===== config.mk =====
export PLATFORM = sky130hd
export DESIGN_NAME = fifo_arbiter
export DESIGN_NICKNAME = d
export VERILOG_FILES = /design/src/rtl/fifo_arbiter.sv
export SDC_FILE = /design/constraint.sdc
export NUM_CORES = 1
export LEC_CHECK = 0
export BUFFER_PORTS_ARGS = -buffer_cell sky130_fd_sc_hd__buf_2
export CORE_MARGIN = 2
export CORE_UTILIZATION = 30
export DETAILED_ROUTE_END_ITERATION = 10
export SLEW_MARGIN = 20
export SYNTH_ARGS = -nofsm -noshare
export SYNTH_HDL_FRONTEND = slang
export SYNTH_SLANG_ARGS = --single-unit

===== constraint.sdc =====
create_clock -name clk -period 6.4 [get_ports clk]
set_input_delay 0.96 -clock clk [delete_from_list [all_inputs] [get_ports clk]]
set_output_delay 0.96 -clock clk [all_outputs]
set_load 0.02 [all_outputs]

===== src/rtl/fifo_arbiter.sv =====
// fifo_arbiter: round-robin drain of NUM_Q registered-read input FIFOs into
// one downstream FIFO, with back-pressure from the downstream almost_full.
`timescale 1ns/1ps
module fifo_arbiter #(
    parameter int NUM_Q = 4,
    parameter int DW    = 10
) (
    input  logic                clk,
    input  logic                reset,
    input  logic                enable,
    input  logic [NUM_Q-1:0]    q_empty,
    input  logic [NUM_Q*DW-1:0] q_data,
    output logic [NUM_Q-1:0]    q_pop,
    input  logic                out_almost_full,
    output logic                out_push,
    output logic [DW-1:0]       out_data,
    output logic [1:0]          arb_state,
    output logic [15:0]         words_sent
);

    localparam int PW = (NUM_Q > 1) ? $clog2(NUM_Q) : 1;

    typedef enum logic [1:0] {
        IDLE  = 2'b00,
        RUN   = 2'b01,
        STALL = 2'b10
    } state_t;

    state_t           state_q, state_d;
    logic [PW-1:0]    rr_ptr_q, rr_ptr_d;
    logic [NUM_Q-1:0] prev_pop_q, prev_pop_d;
    logic             push_q, push_d;
    logic [PW-1:0]    pop_idx_q, pop_idx_d;
    logic [DW-1:0]    data_hold_q, data_hold_d;
    logic [15:0]      words_sent_q, words_sent_d;

    logic [DW-1:0]    q_word [NUM_Q];
    logic [NUM_Q-1:0] eligible;
    logic             grant_vld;
    logic [PW-1:0]    grant_idx;
    logic [PW-1:0]    cand;
    logic             pop_ok;

    // Unpack the flattened FIFO data buses into one word per queue.
    always_comb begin
        for (int i = 0; i < NUM_Q; i++) begin
            q_word[i] = q_data[i*DW +: DW];
        end
    end

    // Round-robin grant: a queue popped last cycle is skipped because its
    // empty flag has not yet caught up with that pop.
    always_comb begin
        eligible  = ~q_empty & ~prev_pop_q;
        grant_vld = 1'b0;
        grant_idx = '0;
        cand      = '0;
        for (int k = 0; k < NUM_Q; k++) begin
            cand = PW'((int'(rr_ptr_q) + k) % NUM_Q);
            if (!grant_vld && eligible[cand]) begin
                grant_vld = 1'b1;
                grant_idx = cand;
            end
        end
        pop_ok = enable && !out_almost_full && !reset && grant_vld;
        q_pop  = '0;
        if (pop_ok) begin
            q_pop[grant_idx] = 1'b1;
        end
    end

    // Next-state, pointer, in-flight tracking and output datapath.
    always_comb begin
        state_d = IDLE;
        if (pop_ok) begin
            state_d = RUN;
        end else if (enable && grant_vld && out_almost_full) begin
            state_d = STALL;
        end

        rr_ptr_d = rr_ptr_q;
        if (pop_ok) begin
            rr_ptr_d = (grant_idx == PW'(NUM_Q - 1)) ? '0 : PW'(grant_idx + 1'b1);
        end

        prev_pop_d = q_pop;
        push_d     = pop_ok;
        pop_idx_d  = pop_ok ? grant_idx : pop_idx_q;

        // A word in flight while reset is held is dropped, not pushed.
        out_push     = push_q && !reset;
        out_data     = out_push ? q_word[pop_idx_q] : data_hold_q;
        data_hold_d  = out_data;
        words_sent_d = words_sent_q + {15'd0, out_push};
    end

    // Control and held-output registers with synchronous reset.
    always_ff @(posedge clk) begin
        if (reset) begin
            state_q      <= IDLE;
            rr_ptr_q     <= '0;
            prev_pop_q   <= '0;
            push_q       <= 1'b0;
            data_hold_q  <= '0;
            words_sent_q <= '0;
        end else begin
            state_q      <= state_d;
            rr_ptr_q     <= rr_ptr_d;
            prev_pop_q   <= prev_pop_d;
            push_q       <= push_d;
            data_hold_q  <= data_hold_d;
            words_sent_q <= words_sent_d;
        end
    end

    // Index of the popped queue; only meaningful alongside push_q.
    always_ff @(posedge clk) begin
        pop_idx_q <= pop_idx_d;
    end

    assign arb_state  = state_q;
    assign words_sent = words_sent_q;

endmodule

==> impl_metrics.py <==
metrics = {
    "worst_hold_path": {
        "hold-path-cell-count": 2,
        "hp-class": "reg -> reg",
        "hold_start": "words_sent[15]",
        "hold_end": "words_sent[15]",
    },
    "synthesis": {
        "yosys-top-cells-count": "dfxtp_1, nor2_1, and2_1, mux2_2, mux4_2",
        "synth_top_area_cell": "dfxtp_1",
        "async_reset_ff_frac": 0,
        "syn_area_sq_mm": 0.00182,
        "ys_ff_latch": 36,
        "syn_area_per_cell_sq_um": 10.5,
        "ys_warn_count": 0,
        "synth_top_cell_area_share": 0.374,
        "synthTopCellsByArea": "dfxtp_1, mux4_2, mux2_2",
        "synth_edf_count": 2,
        "synth_most_common_cell": "dfxtp_1",
        "synth_nets": 228,
        "synth_ff_type": "dfxtp_1",
        "ys_types": 36,
        "synth_cells": 174,
        "yosysSeqAreaShare": 0.407,
    },
    "final_layout": {
        "area_growth_pct": 29.3,
        "fillers": 608,
        "antenna_cells": 0,
        "drive_above_1_share": 0.441,
        "nets": 307,
    },
    "power_and_ir_drop": {
        "p_leak_nw": 1.07,
        "max-vdd-ir-drop_mv": 0.127,
        "powerDensity_mw_per_mm2": 190,
    },
    "floorplanning": {
        "ios": 81,
        "row_count": 28,
        "die_h_microns": 81.9,
        "die_w_microns": 81.9,
        "fp.coreArea_sq_mm": 0.00589,
        "start_util": 0.309,
        "dieArea_sq_mm": 0.00671,
    },
    "place": {
        "pre_cts_slack_ns": 2.67,
        "hpwl_microns": 3290,
        "routabilityCongestion": 0.732,
        "io_buffers": 80,
    },
    "grt": {
        "grt_pass1_vias": 1490,
        "grt_max_degree": 20,
        "antenna_found_initial": 0,
        "grt_use_total": 0.127,
        "grt_pass1_wl_microns": 6550,
        "overflow": 0,
    },
    "cts": {
        "cts_max_level": 2,
        "cts_buffers": 5,
        "cts.sinks": 36,
        "path_clk_slew_ns": 0.07,
        "cts_tree": "built",
        "clockBufferDepth": 2,
        "clock_latency_ns": 0.29,
        "cts_resized": 0,
        "cts-root-buf": "clkbuf_8",
        "hold_buffers": 0,
        "postCtsSetupBuffers": 0,
    },
    "sta": {
        "period_share": 0.576,
        "max_slew.worst_pin.slew_ns": 0.992,
        "period_needed_ns": 3.68,
        "finClkSkew_ns": 0.0123,
        "setup_viol": 0,
        "final_max_slew_viol_count": 0,
        "finalSetupTns_ns": 0,
        "finalHoldViolations": 0,
        "slew_headroom": 0.337,
        "fin_ws_ns": 2.72,
        "rsz0062_at_grt": "false",
        "max_freq_mhz": 271,
    },
    "critical_path": {
        "reg2reg_to": "words_sent[14]",
        "cp.required_ns": 5.44,
        "start_kind": "primary input",
        "critPathKind": "in -> out",
        "reg2reg_depth": 7,
        "worstPathArrival_ns": 2.72,
        "r2r_start": "arb_state[0]",
        "cp-end-kind": "primary output",
        "critPathMaxFanout": 5,
        "rrSetupSlack_ns": 3.58,
    },
    "routing": {
        "dr.first_iter.drc_count": 31,
        "antenna_left": 0,
        "firstDrtPassIters": 4,
        "post_drt_wl_per_cell_microns": 13.0,
        "drc": 0,
        "vias_per_cell": 4.74,
        "routed_wl_microns": 4290,
        "vias": 1560,
    },
    "run_status": {
        "status": "finished clean",
    },
    "flow_run": {
        "maxCapViolCount": 0,
    },
}
-- layer usage --
metal | share of wire | wire [microns] | GRT usage
met5 | 0 | 0 | 0
met4 | 0.016 | 67 | 0.0550
met3 | 0.068 | 291 | 0.0319
met2 | 0.50 | 2160 | 0.221
met1 | 0.41 | 1760 | 0.148
-- flip-flops by register name (all words and copies together), names as in the netlist --
signal and cells:
data_hold_q 10, pop_idx_q 2, arb_state 2, rr_ptr_q 2, prev_pop_q 4, words_sent 16
-- layout by cell type (no fill, tap or decap), types with 6 or more instances in the layout --
cell,n
nor2_1,20
mux2_2,11
buf_2,80
a21oi_1,6
mux4_2,10
ha_1,6
xnor2_1,7
and2_1,18
dfxtp_1,34
-- cell families after synthesis --
kind of cell | after synthesis | synth area share
muxes | 22 | 0.197
adders and majority gates | 6 | 0.0412
DFF | 36 | 0.407
AOI/OAI and AO/OA | 17 | 0.0571
and+or+nand+nor | 72 | 0.223
xor gates and xnor gates | 9 | 0.0433
buffers and inverters | 12 | 0.0309
-- worst max-delay path by stage --
stage,startpoint,end,slack [ns],depth (start not counted)
2_1_floorplan,q_empty[1],q_pop[0],3.07,6
3_3_place_gp,reset,q_pop[2],2.73,6
3_5_place_dp,reset,q_pop[2],2.67,6
4_1_cts,reset,q_pop[0],2.66,6
5_1_grt,reset,q_pop[2],2.46,6
6_report,q_empty[1],q_pop[0],2.72,8
-- power breakdown --
part	switching, mW	internal [mW]
clock	0.0767	0.0764
sequential	0.00487	0.231
combinational	0.0272	0.0322
-- critical path, cell delays in order --
cell and delay (ns):
buf_2 0.11, or2_2 0.28, a211o_1 0.25, a21boi_0 0.47, inv_1 0.13, ha_1 0.23, and2_1 0.14, buf_2 0.15
-- per-stage QoR --
stage          std cells  hold WS, ns   util  cell area, sq um  total power, mW
2_1_floorplan        174        0.454      -              1820            0.276
3_3_place_gp         321        0.473  0.386              2270            0.300
3_5_place_dp         321        0.468  0.386              2270            0.301
4_1_cts              329        0.482  0.400              2350            0.457
5_1_grt              329        0.514  0.400              2350            0.474
6_report             329        0.483  0.400              2350            0.448
-- layout make-up --
type	instances	area, sq um	share of cell area
multi-input combinational	126	1020	0.435
sequential	36	741	0.315
timing repair buffer	80	400	0.170
tap	75	93.8	0.0399
clock buffer	7	76.3	0.0324
inverter	4	15.0	0.00638
clock inverter	1	5.00	0.00213
Note: power is estimated with default switching activity, not from simulation.
